`src/rtl/rv_fetch_pkg.sv`:
```
// Shared constants and types for the instruction-fetch front end.
package rv_fetch_pkg;

  // addi x0, x0, 0 -- presented to the core whenever no valid word is available.
  localparam logic [31:0] NOP_INSTR        = 32'h0000_0013;
  localparam logic [31:0] RESET_PC_DEFAULT = 32'h0000_0000;

  // A fetch request parked on the memory port because memory was not ready.
  typedef struct packed {
    logic        valid;
    logic        stale;  // issued before a redirect; its word must be discarded
    logic [31:0] addr;
  } fetch_req_t;

  // Sequential word address; wraps silently at the top of the address space.
  function automatic logic [31:0] next_word_addr(input logic [31:0] addr);
    return addr + 32'd4;
  endfunction

endpackage

```
`src/rtl/ifq_fifo.sv`:
```
// Instruction queue: DEPTH-entry synchronous FIFO with flush and a two-entry peek window.
module ifq_fifo #(
  parameter int unsigned DEPTH = 4
) (
  input  logic                     clk,
  input  logic                     rst,
  input  logic                     flush,
  input  logic                     push,
  input  logic [31:0]              push_data,
  input  logic                     pop,
  output logic [31:0]              peek0,
  output logic [31:0]              peek1,
  output logic [$clog2(DEPTH):0]   count
);

  localparam int unsigned PW = $clog2(DEPTH);

  logic [31:0]   mem [DEPTH];
  logic [PW-1:0] rd_ptr;
  logic [PW-1:0] wr_ptr;

  // Write the incoming word at the tail; a flush in the same cycle wins.
  // NOTE: the data array has no reset on purpose -- count alone says which entries
  // are meaningful, and leaving storage unreset keeps it in plain RAM cells.
  always_ff @(posedge clk) begin
    if (push && !flush) begin
      mem[wr_ptr] <= push_data;
    end
  end

  // Pointer and occupancy bookkeeping; flush empties the queue.
  always_ff @(posedge clk or negedge rst) begin
    if (!rst) begin
      rd_ptr <= '0;
      wr_ptr <= '0;
      count  <= '0;
    end else if (flush) begin
      rd_ptr <= '0;
      wr_ptr <= '0;
      count  <= '0;
    end else begin
      if (push) wr_ptr <= wr_ptr + PW'(1);
      if (pop)  rd_ptr <= rd_ptr + PW'(1);
      count <= count + (PW+1)'(push) - (PW+1)'(pop);
    end
  end

  // Oldest and second-oldest entries; only meaningful when count covers them.
  assign peek0 = mem[rd_ptr];
  assign peek1 = mem[rd_ptr + PW'(1)];

endmodule

```
`src/rtl/ifetch_prefetch_buffer.sv`:
```
// Instruction-fetch front end: prefetches sequential words, serves the core's PC from
// a small queue, stalls the core on a miss and refetches on any non-sequential PC.
module ifetch_prefetch_buffer
  import rv_fetch_pkg::*;
#(
  parameter int unsigned DEPTH    = 4,
  parameter logic [31:0] RESET_PC = RESET_PC_DEFAULT
) (
  input  logic        clk,
  input  logic        rst,
  input  logic [31:0] pc_i,
  output logic [31:0] instr_o,
  output logic        core_en_o,
  output logic        mem_req_valid_o,
  input  logic        mem_req_ready_i,
  output logic [31:0] mem_req_addr_o,
  input  logic        mem_rsp_valid_i,
  input  logic [31:0] mem_rsp_data_i
);

  localparam int unsigned CW      = $clog2(DEPTH) + 1;
  localparam logic [CW:0] DEPTH_W = (CW+1)'(DEPTH);

  logic [31:0]   head_pc;
  logic [31:0]   fetch_pc;
  logic [31:0]   head_pc_plus4;
  logic [CW-1:0] inflight;
  logic [CW-1:0] inflight_next;
  logic [CW-1:0] drop;
  logic [CW-1:0] count;
  logic [31:0]   entry0;
  logic [31:0]   entry1;
  fetch_req_t    pend;
  logic          run;

  logic          at_head;
  logic          at_next;
  logic          redirect;
  logic          pop;
  logic          push;
  logic          accept;
  logic          stale_accept;
  logic          can_issue;
  logic [CW:0]   occupancy;

  // Queue entry i always holds the word at head_pc + 4*i, so no tags are needed.
  assign head_pc_plus4 = next_word_addr(head_pc);
  assign at_head       = (pc_i == head_pc);
  assign at_next       = (pc_i == head_pc_plus4);
  assign redirect      = !at_head && !at_next;

  // Core moving on to the second entry retires the first one.
  assign pop  = at_next && (count != '0);
  // Words owed to an abandoned path, or landing on a redirect edge, are discarded.
  assign push = mem_rsp_valid_i && (drop == '0) && !redirect;

  assign inflight_next = inflight + CW'(accept) - CW'(mem_rsp_valid_i);

  ifq_fifo #(
    .DEPTH (DEPTH)
  ) u_fifo (
    .clk       (clk),
    .rst       (rst),
    .flush     (redirect),
    .push      (push),
    .push_data (mem_rsp_data_i),
    .pop       (pop),
    .peek0     (entry0),
    .peek1     (entry1),
    .count     (count)
  );

  // Lookup: serve the core from the head entry or the one behind it.
  // NOTE: every output of a combinational block gets a default first so no path
  // leaves it unassigned and infers a latch.
  always_comb begin
    instr_o   = NOP_INSTR;
    core_en_o = 1'b0;
    if (at_head && count != '0) begin
      instr_o   = entry0;
      core_en_o = 1'b1;
    end else if (at_next && count >= CW'(2)) begin
      instr_o   = entry1;
      core_en_o = 1'b1;
    end
  end

  // Request port: a parked request keeps valid and address stable until memory takes it;
  // otherwise issue only when the queue can absorb every outstanding answer.
  always_comb begin
    occupancy       = {1'b0, count} + {1'b0, inflight};
    can_issue       = run && !redirect && (occupancy < DEPTH_W);
    mem_req_valid_o = pend.valid || can_issue;
    mem_req_addr_o  = pend.valid ? pend.addr : fetch_pc;
    accept          = mem_req_valid_o && mem_req_ready_i;
    stale_accept    = accept && pend.valid && pend.stale;
  end

  // Fetch state: head/fetch addresses, outstanding and to-be-dropped counts, parked request.
  // NOTE: sequential state uses non-blocking assignment so every flop samples the
  // pre-edge values regardless of statement order.
  always_ff @(posedge clk or negedge rst) begin
    if (!rst) begin
      head_pc  <= RESET_PC;
      fetch_pc <= RESET_PC;
      inflight <= '0;
      drop     <= '0;
      pend     <= '{valid: 1'b0, stale: 1'b0, addr: RESET_PC};
      run      <= 1'b0;
    end else begin
      run      <= 1'b1;
      inflight <= inflight_next;
      if (redirect) begin
        head_pc  <= pc_i;
        fetch_pc <= pc_i;
        // Everything still outstanding after this edge belongs to the old path.
        // drop never exceeds inflight, so this also covers words already owed.
        drop     <= inflight_next;
      end else begin
        if (pop) head_pc <= head_pc_plus4;
        // A stale parked request going out does not advance the new path.
        if (accept && !stale_accept) fetch_pc <= next_word_addr(fetch_pc);
        drop <= drop - CW'(mem_rsp_valid_i && drop != '0) + CW'(stale_accept);
      end
      pend.valid <= mem_req_valid_o && !mem_req_ready_i;
      pend.stale <= mem_req_valid_o && !mem_req_ready_i &&
                    (redirect || (pend.valid && pend.stale));
      pend.addr  <= mem_req_addr_o;
    end
  end

  // An in-order memory can only answer requests it has accepted.
  rsp_has_request: assert property (@(posedge clk) disable iff (!rst)
    mem_rsp_valid_i |-> (inflight != '0));

endmodule
```
`config.mk`:
```
export PLATFORM = sky130hd
export DESIGN_NAME = ifetch_prefetch_buffer
export DESIGN_NICKNAME = d
export VERILOG_FILES = /design/src/rtl/rv_fetch_pkg.sv /design/src/rtl/ifq_fifo.sv /design/src/rtl/ifetch_prefetch_buffer.sv
export SDC_FILE = /design/constraint.sdc
export NUM_CORES = 1
export LEC_CHECK = 0
export BUFFER_PORTS_ARGS = -buffer_cell sky130_fd_sc_hd__buf_4
export CORE_ASPECT_RATIO = 0.7
export CORE_MARGIN = 1.5
export CORE_UTILIZATION = 25
export DETAILED_ROUTE_END_ITERATION = 10
export PLACE_DENSITY = 0.41
export SLEW_MARGIN = 20
export SYNTH_ARGS = -nofsm -noshare
export SYNTH_HDL_FRONTEND = slang
export SYNTH_SLANG_ARGS = --single-unit
```
`constraint.sdc`:
```
create_clock -name clk -period 9.04 [get_ports clk]
set_input_delay 0.904 -clock clk [delete_from_list [all_inputs] [get_ports clk]]
set_output_delay 0.904 -clock clk [all_outputs]
set_load 0.01 [all_outputs]
```
==> impl_results.md <==
- Clock Sinks: 238
- Area of the core: approximately 50,000 µm²
- Synthesized area per cell: 11.03 µm²
- Initial DRT Pass Iterations: 4
- Antenna-violating nets left: 0
- Asr flop ratio synth: 0.4622
- First-pass GRT wire length: ~56,000 µm
- Met2 usage: 0.1978
- Final core occ: 0.3059
- H-tree lvl count: 1
- Placer Congestion: 0.8568
- Slew Limit Fails: 0
- DR iter-0 viols: 576
- Crit. End Element: output pin
- Die area: about 52,000 µm²
- Post-CTS Setup Inserts: 0
- CTS resizes: 0
- Vias in the first global route: 9,096
- Total Routing Usage GR: 0.1379
- Worst EP arrival: around 4.7 ns
- Routed len/inst: between 15 and 20 µm
- Area growth, synth to finish: 20.06%
- CP max-delay cell: nor2_1
- Top-count cell post-synth: edfxtp_1
- Comb pwr share: 0.089
- Area contributors post-synth: edfxtp_1, dfrtp_1, mux2_2
- DRC Markers: 0
- Mapped Area: 12,620 µm²
- Power share of the clock group: 0.433
- Crit-path max FO: 32
- Status: finished, final reports clean
- Slowest stage delay, CP: 0.78 ns
- Endpoints failing hold: 0
- Synth warn: 0
- Final wirelength: 35,940 µm
- Total CTS buffers: 27
- Final period util: 0.6171
- Longest Clk Path Bufs: 3
- Clk_skew: 0.02520 ns
- Seq cells post-synth: 238
- Latest clock arrival within the worst-skew pair: 0.56 ns
- Vias: 9,184
- Power per cell area: 168.8 nW/µm²
- Clock Pin Slew Worst Setup and Hold Paths: 0.06 ns
- Layout cell share with drive strength beyond 1: 0.2158
- Vias per Instance: 4.759
- Fmax: 179.2 MHz
- Worst Reg-to-Reg Cells: 15
- Endpoints failing setup: 0
- Slew @ Worst Pin: 1.006 ns
- CTS Hold Buffers Added: 0
- Critical path cell sequence: nand4_1, nor2_1, nand2_1, o31ai_1, nand3_2, nor2_1, o21ai_2, buf_4, o22ai_1, buf_4
- Fill count: 5,123
- Clock tree root driver cell: clkbuf_16
- Busiest grt layer: met1
- Core Rows: 68
- Most frequent cells after synthesis: edfxtp_1, dfrtp_1, nand2_1
- Largest net degree at the start of global routing: 121
- Switching power total: 610.5 µW
- Critical path type: reg -> out
- Net Count, Synth: 1,230
- CTS tree: yes
- Switching part of the total: 0.2388
- N_diodes: 0
- VDD IR max: ~0.12 mV
- Seq pwr share: 0.478
- Post-Synthesis Cells: 1,144
- Gr ovfl total: 0
- Setup tns final: 0 ns
- Met3 usage: 0.03002
- Internal power: 1946 µW
- DP HPWL: around 25,000 µm
- Port Buffer Count: around 130
- Final nets: 1,332
- RSZ-0062 raised after global routing: false
- Rel. slew slack: 0.3272
- Ys flop type: edfxtp_1
- Die W: 271.5 µm
- Startpoint types: flip-flop
- Initial antenna violation count: 1
- Static leakage: 0.005519 µW
- # Max-Cap Violations: 0
- Post-synth EDFFs: 128
- Req. time, crit path: 8.14 ns
- Die height: 190.9 µm
- Post-synthesis sequential area ratio: 0.5229
- Initial core utilization: 0.2548
- Ports: around 130
- Post-layout minimum cycle time: 5.579 ns
- Hold crit path type: in -> async
- Unique masters post-synth: 70
- Share of the synthesized area in the top cell type: 0.3047
- Met1 usage: 0.2110
- Post-synth top area cell: edfxtp_1
-- stage by stage --
stage                     power [µW]  worst slack (ns)  hold slack [ns]  cell area, µm²  cells
after floorplan                 1367             4.787           0.4941           12620   1144
after global placement          1468             3.734           0.4763           14250   1881
after detailed placement        1471             3.606           0.4819           14250   1881
after CTS                       2609             3.485           0.4428           15120   1929
after global routing            2681             3.055           0.4445           15150   1930
final                           2557             3.461           0.4786           15150   1930
-- layout by cell type, fill, tap and decap left out, types with 4 or more instances in the layout --
master / Yosys / layout
and4_1: 9 / 9
nand2_1: 104 / 103
clkinv_2: 0 / 7
clkbuf_16: 0 / 27
mux2i_1: 59 / 59
ha_1: 15 / 15
a21oi_1: 36 / 36
inv_1: 32 / 32
nor3_1: 18 / 17
clkbuf_1: 40 / 7
xnor2_1: 38 / 38
mux2_2: 62 / 62
a31oi_1: 8 / 8
and2_1: 23 / 23
and3_1: 15 / 15
xor2_1: 42 / 42
o22ai_1: 26 / 26
clkinv_1: 1 / 4
bufinv_16: 0 / 4
edfxtp_1: 128 / 128
nor4_1: 13 / 13
nor2_1: 68 / 68
dfrtp_1: 110 / 108
buf_4: 2 / 144
nor3b_1: 5 / 5
mux4_2: 12 / 12
nor2b_1: 9 / 9
nand2b_1: 6 / 6
nand4_1: 23 / 23
o211ai_1: 12 / 12
nand3_1: 58 / 58
o21ai_0: 82 / 82
or3_1: 5 / 5
-- per-layer routing --
| layer | up-vias | share of wire |
|---|---|---|
| met5 | - | 0.00036 |
| met4 | 2 | 0.015 |
| met3 | 40 | 0.056 |
| met2 | 191 | 0.42 |
| met1 | 4555 | 0.51 |
| li1 | 4396 | - |
-- worst max-delay path, delay by kind of cell (launching register included) --
family	cells	cell delay (ns)
buf+inv	2	0.44
simple gates	5	2.05
flops	1	0.56
compound gates	3	1.04
-- registers in the layout (all words and copies together), names as in the netlist --
name and count:
u_fifo.count 3, u_fifo.wr_ptr 2, fetch_pc 31, head_pc 31
inflight 3, pend 34, u_fifo.rd_ptr 2, drop 3
run 1, u_fifo.mem 128
-- cells by family after synthesis --
kind of cell	synth area share
compound gates	0.09253
simple gates	0.1511
xor+xnor	0.05554
flops	0.5229
other cells	0.0002972
mux	0.1236
buf+inv	0.03441
fa+ha+maj	0.01964
-- area by class of cell --
class / instances / area, µm² / share of cell area
clock buffers: 34 / 701.9 / 0.04634
repair buffers: 145 / 1109 / 0.07319
flip-flops and latches: 238 / 6604 / 0.4360
inverters: 33 / 123.9 / 0.008178
multi-input cells: 801 / 5610 / 0.3704
well taps: 665 / 832.0 / 0.05493
clock inverters: 14 / 166.4 / 0.01099
-- power by group through the flow --
| stage | combinational [µW] | sequential, µW | clock (µW) |
|---|---|---|---|
| global route | 255 | 1230 | 1200 |
| CTS | 229 | 1220 | 1160 |
| global placement | 225 | 1240 | 0 |
| floorplan | 142 | 1220 | 0 |
| detailed placement | 228 | 1240 | 0 |
| finish | 226 | 1220 | 1110 |
-- final timing paths --
path / from / end / slack, ns
hold / removal: rst / pend[29]$_DFF_PN0_ / 0.48
max in group asynchronous: rst / pend[18]$_DFF_PN0_ / 7.38
setup reg to reg: head_pc[4]$_DFFE_PN0P_ / drop[2]$_DFF_PN0_ / 4.02
hold reg to reg: pend[0]$_DFF_PN0_ / pend[0]$_DFF_PN0_ / 0.49
min in group clk: pc_i[0] / fetch_pc[0]$_DFFE_PN0P_ / 0.48
setup / recovery: head_pc[4]$_DFFE_PN0P_ / instr_o[12] / 3.46
Note: power is estimated with default switching activity, not from simulation.
